===== src/rtl/serializer_pkg.sv =====
// Shared types and helpers for the parametrised parallel-to-serial shifter.
package serializer_pkg;

  localparam logic [1:0] ST_IDLE  = 2'd0;
  localparam logic [1:0] ST_SHIFT = 2'd1;
  localparam logic [1:0] ST_DONE  = 2'd2;

  typedef enum logic [1:0] {
    IDLE  = ST_IDLE,
    SHIFT = ST_SHIFT,
    DONE  = ST_DONE
  } state_e;

  // A requested length of 0, or anything longer than the word, means a full word.
  function automatic int unsigned norm_len(input int unsigned len, input int unsigned data_w);
    return (len == 0 || len > data_w) ? data_w : len;
  endfunction

endpackage


===== src/rtl/serializer_mc_if.sv =====
// Frame request / serial output bundle between the word producer and serializer_mc.
interface serializer_mc_if #(
  parameter int DATA_W = 27,
  parameter int LEN_W  = $clog2(DATA_W + 1)
);
  logic              start_i;
  logic [DATA_W-1:0] data_i;
  logic [LEN_W-1:0]  len_i;
  logic              lsb_first_i;
  logic              ready_o;
  logic              data_o;
  logic              ena_o;
  logic              bit_stb_o;
  logic              done_o;

  modport master (
    output start_i, data_i, len_i, lsb_first_i,
    input  ready_o, data_o, ena_o, bit_stb_o, done_o
  );

  modport slave (
    input  start_i, data_i, len_i, lsb_first_i,
    output ready_o, data_o, ena_o, bit_stb_o, done_o
  );
endinterface


===== src/rtl/serializer_mc_bit_period_ctr.sv =====
// Bit-period divider: counts 0..BIT_DIV-1 while run_i is high, parked at 0 otherwise.
module bit_period_ctr #(
  parameter int BIT_DIV = 4
) (
  input  logic clk_i,
  input  logic rst_ni,
  input  logic run_i,
  output logic tick_o,
  output logic first_o
);
  localparam int CNT_W = (BIT_DIV > 1) ? $clog2(BIT_DIV) : 1;
  localparam logic [CNT_W-1:0] LAST = CNT_W'(BIT_DIV - 1);

  logic [CNT_W-1:0] cnt_q;

  // NOTE: sequential state uses non-blocking assignments so every register samples pre-edge values.
  always_ff @(posedge clk_i or negedge rst_ni) begin
    if (!rst_ni) begin
      cnt_q <= '0;
    end else if (!run_i || cnt_q == LAST) begin
      cnt_q <= '0;
    end else begin
      cnt_q <= cnt_q + CNT_W'(1);
    end
  end

  assign tick_o  = run_i && (cnt_q == LAST);
  assign first_o = run_i && (cnt_q == '0);

endmodule


===== src/rtl/serializer_mc.sv =====
// Parametrised parallel-to-serial shifter with start/ready handshake and done pulse.
module serializer_mc
  import serializer_pkg::*;
#(
  parameter int   DATA_W   = 27,
  parameter int   BIT_DIV  = 4,
  parameter logic IDLE_LVL = 1'b0,
  parameter int   LEN_W    = $clog2(DATA_W + 1)
) (
  input logic             clk_i,
  input logic             rst_ni,
  serializer_mc_if.slave  bus
);

  logic [1:0]        state_q;
  logic [DATA_W-1:0] shreg_q;
  logic [LEN_W-1:0]  len_q;
  logic [LEN_W-1:0]  bit_cnt_q;
  logic              lsb_q;
  logic              data_q;

  logic              ready;
  logic              accept;
  logic              tick;
  logic              first;
  logic [LEN_W-1:0]  eff_len;
  logic [DATA_W-1:0] load_word;
  logic              load_bit;
  logic [DATA_W-1:0] shifted;
  logic              shifted_bit;

  assign ready  = (state_q != ST_SHIFT);
  assign accept = bus.start_i && ready;

  assign eff_len = LEN_W'(norm_len(32'(bus.len_i), DATA_W));

  // MSB-first words are left-aligned so the current bit always sits at the top.
  assign load_word = bus.lsb_first_i ? bus.data_i
                                     : (bus.data_i << (LEN_W'(DATA_W) - eff_len));
  assign load_bit  = bus.lsb_first_i ? load_word[0] : load_word[DATA_W-1];

  assign shifted     = lsb_q ? (shreg_q >> 1) : (shreg_q << 1);
  assign shifted_bit = lsb_q ? shifted[0] : shifted[DATA_W-1];

  bit_period_ctr #(
    .BIT_DIV (BIT_DIV)
  ) u_period (
    .clk_i   (clk_i),
    .rst_ni  (rst_ni),
    .run_i   (state_q == ST_SHIFT),
    .tick_o  (tick),
    .first_o (first)
  );

  // NOTE: the shift register is reset along with control so data_o never exposes X after reset.
  always_ff @(posedge clk_i or negedge rst_ni) begin
    if (!rst_ni) begin
      state_q   <= ST_IDLE;
      shreg_q   <= '0;
      len_q     <= '0;
      bit_cnt_q <= '0;
      lsb_q     <= 1'b0;
      data_q    <= IDLE_LVL;
    end else begin
      case (state_q)
        ST_IDLE, ST_DONE: begin
          if (accept) begin
            shreg_q   <= load_word;
            len_q     <= eff_len;
            lsb_q     <= bus.lsb_first_i;
            bit_cnt_q <= '0;
            data_q    <= load_bit;
            state_q   <= ST_SHIFT;
          end else begin
            state_q   <= ST_IDLE;
          end
        end
        ST_SHIFT: begin
          if (tick) begin
            if (bit_cnt_q == len_q - LEN_W'(1)) begin
              state_q   <= ST_DONE;
              data_q    <= IDLE_LVL;
              bit_cnt_q <= '0;
            end else begin
              shreg_q   <= shifted;
              data_q    <= shifted_bit;
              bit_cnt_q <= bit_cnt_q + LEN_W'(1);
            end
          end
        end
        default: begin
          state_q <= ST_IDLE;
          data_q  <= IDLE_LVL;
        end
      endcase
    end
  end

  assign bus.ready_o   = ready;
  assign bus.data_o    = data_q;
  assign bus.ena_o     = (state_q == ST_SHIFT);
  assign bus.bit_stb_o = first;
  assign bus.done_o    = (state_q == ST_DONE);

endmodule


===== src/flat_wrapper.sv =====
// flat-port wrapper written by rule: the top's interface ports become plain ports
module serializer_mc_flat import serializer_pkg::*;
#(
  parameter int   DATA_W   = 27,
  parameter int   BIT_DIV  = 4,
  parameter logic IDLE_LVL = 1'b0,
  parameter int   LEN_W    = $clog2(DATA_W + 1)
)
  (clk_i, rst_ni, bus_start_i, bus_data_i, bus_len_i, bus_lsb_first_i, bus_ready_o, bus_data_o, bus_ena_o, bus_bit_stb_o, bus_done_o);
  serializer_mc_if #(.DATA_W(DATA_W), .LEN_W(LEN_W)) bus_i ();
  input logic clk_i;
  input logic rst_ni;
  input wire logic [$bits(bus_i.start_i)-1:0] bus_start_i;
  input wire logic [$bits(bus_i.data_i)-1:0] bus_data_i;
  input wire logic [$bits(bus_i.len_i)-1:0] bus_len_i;
  input wire logic [$bits(bus_i.lsb_first_i)-1:0] bus_lsb_first_i;
  output wire logic [$bits(bus_i.ready_o)-1:0] bus_ready_o;
  output wire logic [$bits(bus_i.data_o)-1:0] bus_data_o;
  output wire logic [$bits(bus_i.ena_o)-1:0] bus_ena_o;
  output wire logic [$bits(bus_i.bit_stb_o)-1:0] bus_bit_stb_o;
  output wire logic [$bits(bus_i.done_o)-1:0] bus_done_o;
  assign bus_i.start_i = bus_start_i;
  assign bus_i.data_i = bus_data_i;
  assign bus_i.len_i = bus_len_i;
  assign bus_i.lsb_first_i = bus_lsb_first_i;
  assign bus_ready_o = bus_i.ready_o;
  assign bus_data_o = bus_i.data_o;
  assign bus_ena_o = bus_i.ena_o;
  assign bus_bit_stb_o = bus_i.bit_stb_o;
  assign bus_done_o = bus_i.done_o;
  serializer_mc #(.DATA_W(DATA_W), .BIT_DIV(BIT_DIV), .IDLE_LVL(IDLE_LVL), .LEN_W(LEN_W)) u_core (.clk_i(clk_i), .rst_ni(rst_ni), .bus(bus_i));
endmodule

===== config.mk =====
export PLATFORM = sky130hd
export DESIGN_NAME = serializer_mc_flat
export DESIGN_NICKNAME = d
export VERILOG_FILES = /design/src/rtl/serializer_pkg.sv /design/src/rtl/serializer_mc_if.sv /design/src/rtl/serializer_mc_bit_period_ctr.sv /design/src/rtl/serializer_mc.sv /design/src/flat_wrapper.sv
export SDC_FILE = /design/constraint.sdc
export NUM_CORES = 1
export LEC_CHECK = 0
export BUFFER_PORTS_ARGS = -buffer_cell sky130_fd_sc_hd__buf_4
export CAP_MARGIN = 20
export CORE_AREA = 4 4 99 101
export DETAILED_ROUTE_END_ITERATION = 7
export DIE_AREA = 0 0 103 105
export GPL_ROUTABILITY_DRIVEN = 0
export PLACE_DENSITY = 0.64
export SLEW_MARGIN = 20
export SYNTH_ARGS = -nofsm -noshare
export SYNTH_HDL_FRONTEND = slang
export SYNTH_HIERARCHICAL = 1
export SYNTH_SLANG_ARGS = --single-unit

===== constraint.sdc =====
create_clock -name clk_i -period 2.8 [get_ports clk_i]
set_clock_uncertainty 0.05 [all_clocks]
set_input_delay 0.14 -clock clk_i [delete_from_list [all_inputs] [get_ports clk_i]]
set_output_delay 0.14 -clock clk_i [all_outputs]
set_load 0.01 [all_outputs]

==> results.txt <==
Layout Nets: 627
power density cells: 820 mW/mm^2
initial DRC count: 439
Switching Share: 45.9%
Syn-to-layout area delta: 13.0%
period utilization: 97.0%
Post-CTS Resized: 0
most common cell after layout, fill and taps aside: buf_4
global route overflow: 0
total CTS buffers: 5
CP Launch Type: input port
clk root buf: clkbuf_8
most frequent cells in the layout: buf_4, nand2_1, a21oi_1
Worst Setup SP: bus_len_i[2]
unrepaired setup endpoints after global routing: yes
ys flop type: dfrtp_1
maximum vdd ir drop: 0.358 mV
all-layer global routing usage: 27.0%
Max Cap Viol: 0
Core Region: 0.00902 sq mm
clk sink count: 43
initial antenna violation count: 0
mux cell area share after synthesis: 12.4%
worst reg2reg path depth: 10
Synth Warn #: 6
combinational family with the most area after synthesis: compound AO/OA/AOI/OAI gates
Post-Syn Instances: 553
slew margin rel.: 34.2%
mapped cell area: 0.00435 sq mm
DP Cell Count: 689
Worst EP required: 2.88 ns
die height: 105 um
first-pass GRT wire length: 23.3 mm
asr flop ratio synth: 100%
unique cell type count in the Yosys netlist: 77
final setup violation count: 0
drt first pass iters: 6
WP data arrival: 2.80 ns
Worst-Skew Late Latency: 0.29 ns
fin. max-slew vios: 0
Leak: 2.08 nW
dpl hpwl: 10.9 mm
H-Tree Depth: 2
routed wire length per instance: 20.7 um
HP Class: in -> reg
post-place instance area: 0.00481 sq mm
area fraction in compound gates after synthesis: 32.6%
Synth Area in XOR/XNOR: 1.21%
Simple-Gate Fraction of Synth Area: 20.7%
clock-pin slew on the worst setup and hold paths: 0.08 ns
FP Rows: 35
Pint: 2.18 mW
Initial Util: 48.2%
Critical Path End: u_core/shreg_q[24]
critical path type: in -> reg
Post-CTS Setup Bufs: 0
Detailed Route WL: 14.4 mm
# DRC: 0
sequential share of power: 29.9%
Adder-Cell Fraction of Synth Area: 1.44%
Final Hold Fails: 0
fin area: 0.00491 sq mm
Peak Freq: 0.368 GHz
sequential share of the synthesized area: 24.7%
final antenna-violating net count: 0
status: finished, final reports clean
combinational share of power: 59.8%
Cell Count, Final, Fillers Out: 698
fill cell count: 876
share of cells above drive strength 1: 19.8%
flop2flop setup slack: 0.20 ns
syn_area_per_cell: 7.86 sq um
CP max FO: 17
DIE WIDTH: 103 um
clock power share: 10.3%
reg2reg end: u_core/shreg_q[23]
number of synthesized flops with an enable pin: 0
clock buffer depth: 2
Avg Vias per Cell: 6.60
Final min period: 2.72 ns
reported net switching power: 1.85 mW
TritonCTS clock tree: done
reg2reg start: u_core/len_q[0]
IO Port Bufs: 40
diode count: 0
Yosys reg bits: 43
synthesized net count: 594
vias in the first global route: 4405
Worst-Margin Slew: 0.962 ns
I/O pin count: 41
die area: 0.0108 sq mm
vias post-DR: 4604
CP Capture Type: register
largest net degree at the start of global routing: 44
## stage by stage
| stage | setup slack, ns | power (mW) | hold slack, ns | util, % | TNS [ns] |
|---|---|---|---|---|---|
| final | 0.0834 | 4.03 | 0.113 | 54.5 | 0 |
| after global routing | -0.0144 | 4.37 | 0.120 | 54.5 | -0.0144 |
| after CTS | 0.214 | 4.01 | 0.105 | 54.5 | 0 |
| after detailed placement | -0.0380 | 3.59 | 0.117 | 53.3 | -0.0380 |
| after global placement | -0.0220 | 3.54 | 0.116 | 53.3 | -0.0220 |
| after floorplan | 0.0328 | 2.86 | -0.206 | - | 0 |
## cell usage after synthesis (all sizes together), types with 5 or more instances
cell	number	area (sq um)
mux2	12	135
a31oi	7	43.8
a21oi	61	309
nand2b	9	56.3
nand2	72	278
nor2b	10	62.6
clkbuf	26	97.6
o31ai	7	57.6
nand3	14	70.1
a22oi	10	80.1
nor3	11	55.1
a221oi	10	100
dfrtp	43	1080
nor2	31	116
o221ai	8	76.3
nor4	8	50.1
buf	23	163
ha	5	62.6
mux2i	38	380
inv	10	37.5
a22o	10	88.8
o21ai	39	195
o22ai	9	68.8
## critical path, stage by stage
cell and delay (ns):
buf_4 0.16, or4_4 0.52, and2_1 0.27, buf_12 0.19, mux2i_1 0.21, mux2_2 0.22
o22ai_1 0.11, a2111oi_0 0.78, o21ai_0 0.17
## how the worst min path moves through the flow
stage,from,end,slack (ns),cells after the start
6_report,bus_data_i[0],u_core/shreg_q[0],0.11,3
5_1_grt,bus_data_i[0],u_core/shreg_q[0],0.12,3
3_3_place_gp,rst_ni,u_core/bit_cnt_q[0],0.12,1
4_1_cts,bus_data_i[0],u_core/shreg_q[0],0.11,3
2_1_floorplan,rst_ni,u_core/bit_cnt_q[0],-0.21,0
3_5_place_dp,rst_ni,u_core/bit_cnt_q[0],0.12,1
## cells by family after synthesis
logic type                 count (synthesis)
muxes                                     51
adders and majority gates                  5
AOI/OAI and AO/OA                        207
buffers and inverters                     60
and+or+nand+nor                          181
xor gates and xnor gates                   6
DFF                                       43
## routing by layer
metal | up-vias | track usage (%) | wire length, um
met5 | - | 0 | 0
met4 | 0 | 9.81 | 483
met2 | 256 | 42.5 | 6720
li1 | 2152 | - | -
met1 | 2153 | 37.6 | 6220
met3 | 43 | 3.07 | 1020
## state kept, by name (all words and copies together), names as in the netlist
| register | flops |
|---|---|
| u_core/u_period/cnt_q | 2 |
| u_core/state_q | 2 |
| u_core/len_q | 5 |
| u_core/lsb_q | 1 |
| u_core/shreg_q | 27 |
| u_core/bus.data_o | 1 |
| u_core/bit_cnt_q | 5 |
## timing repair
action                                  4_1_cts  5_1_grt
hold buffers                                  1        0
endpoints found under the setup margin        0        1
hold endpoints to repair                     43        0
## final cells by class
cell class                      instances  area, sq um  area share [%]
Clock buffer                            7         86.3            1.76
Clock inverter                          1         8.76           0.178
Inverter                               11         41.3           0.841
Multi-Input combinational cell        450         2970            60.5
Sequential cell                        43         1080            21.9
Tap cell                              111          139            2.83
Timing Repair Buffer                   75          591            12.0
## power groups by stage
stage / combinational, mW / sequential, mW / clock, mW
floorplan: 1.75 / 1.11 / 0
global placement: 2.33 / 1.20 / 0
detailed placement: 2.38 / 1.21 / 0
CTS: 2.39 / 1.20 / 0.428
global route: 2.66 / 1.25 / 0.461
finish: 2.41 / 1.20 / 0.416
(Power assumes the default switching activity.)
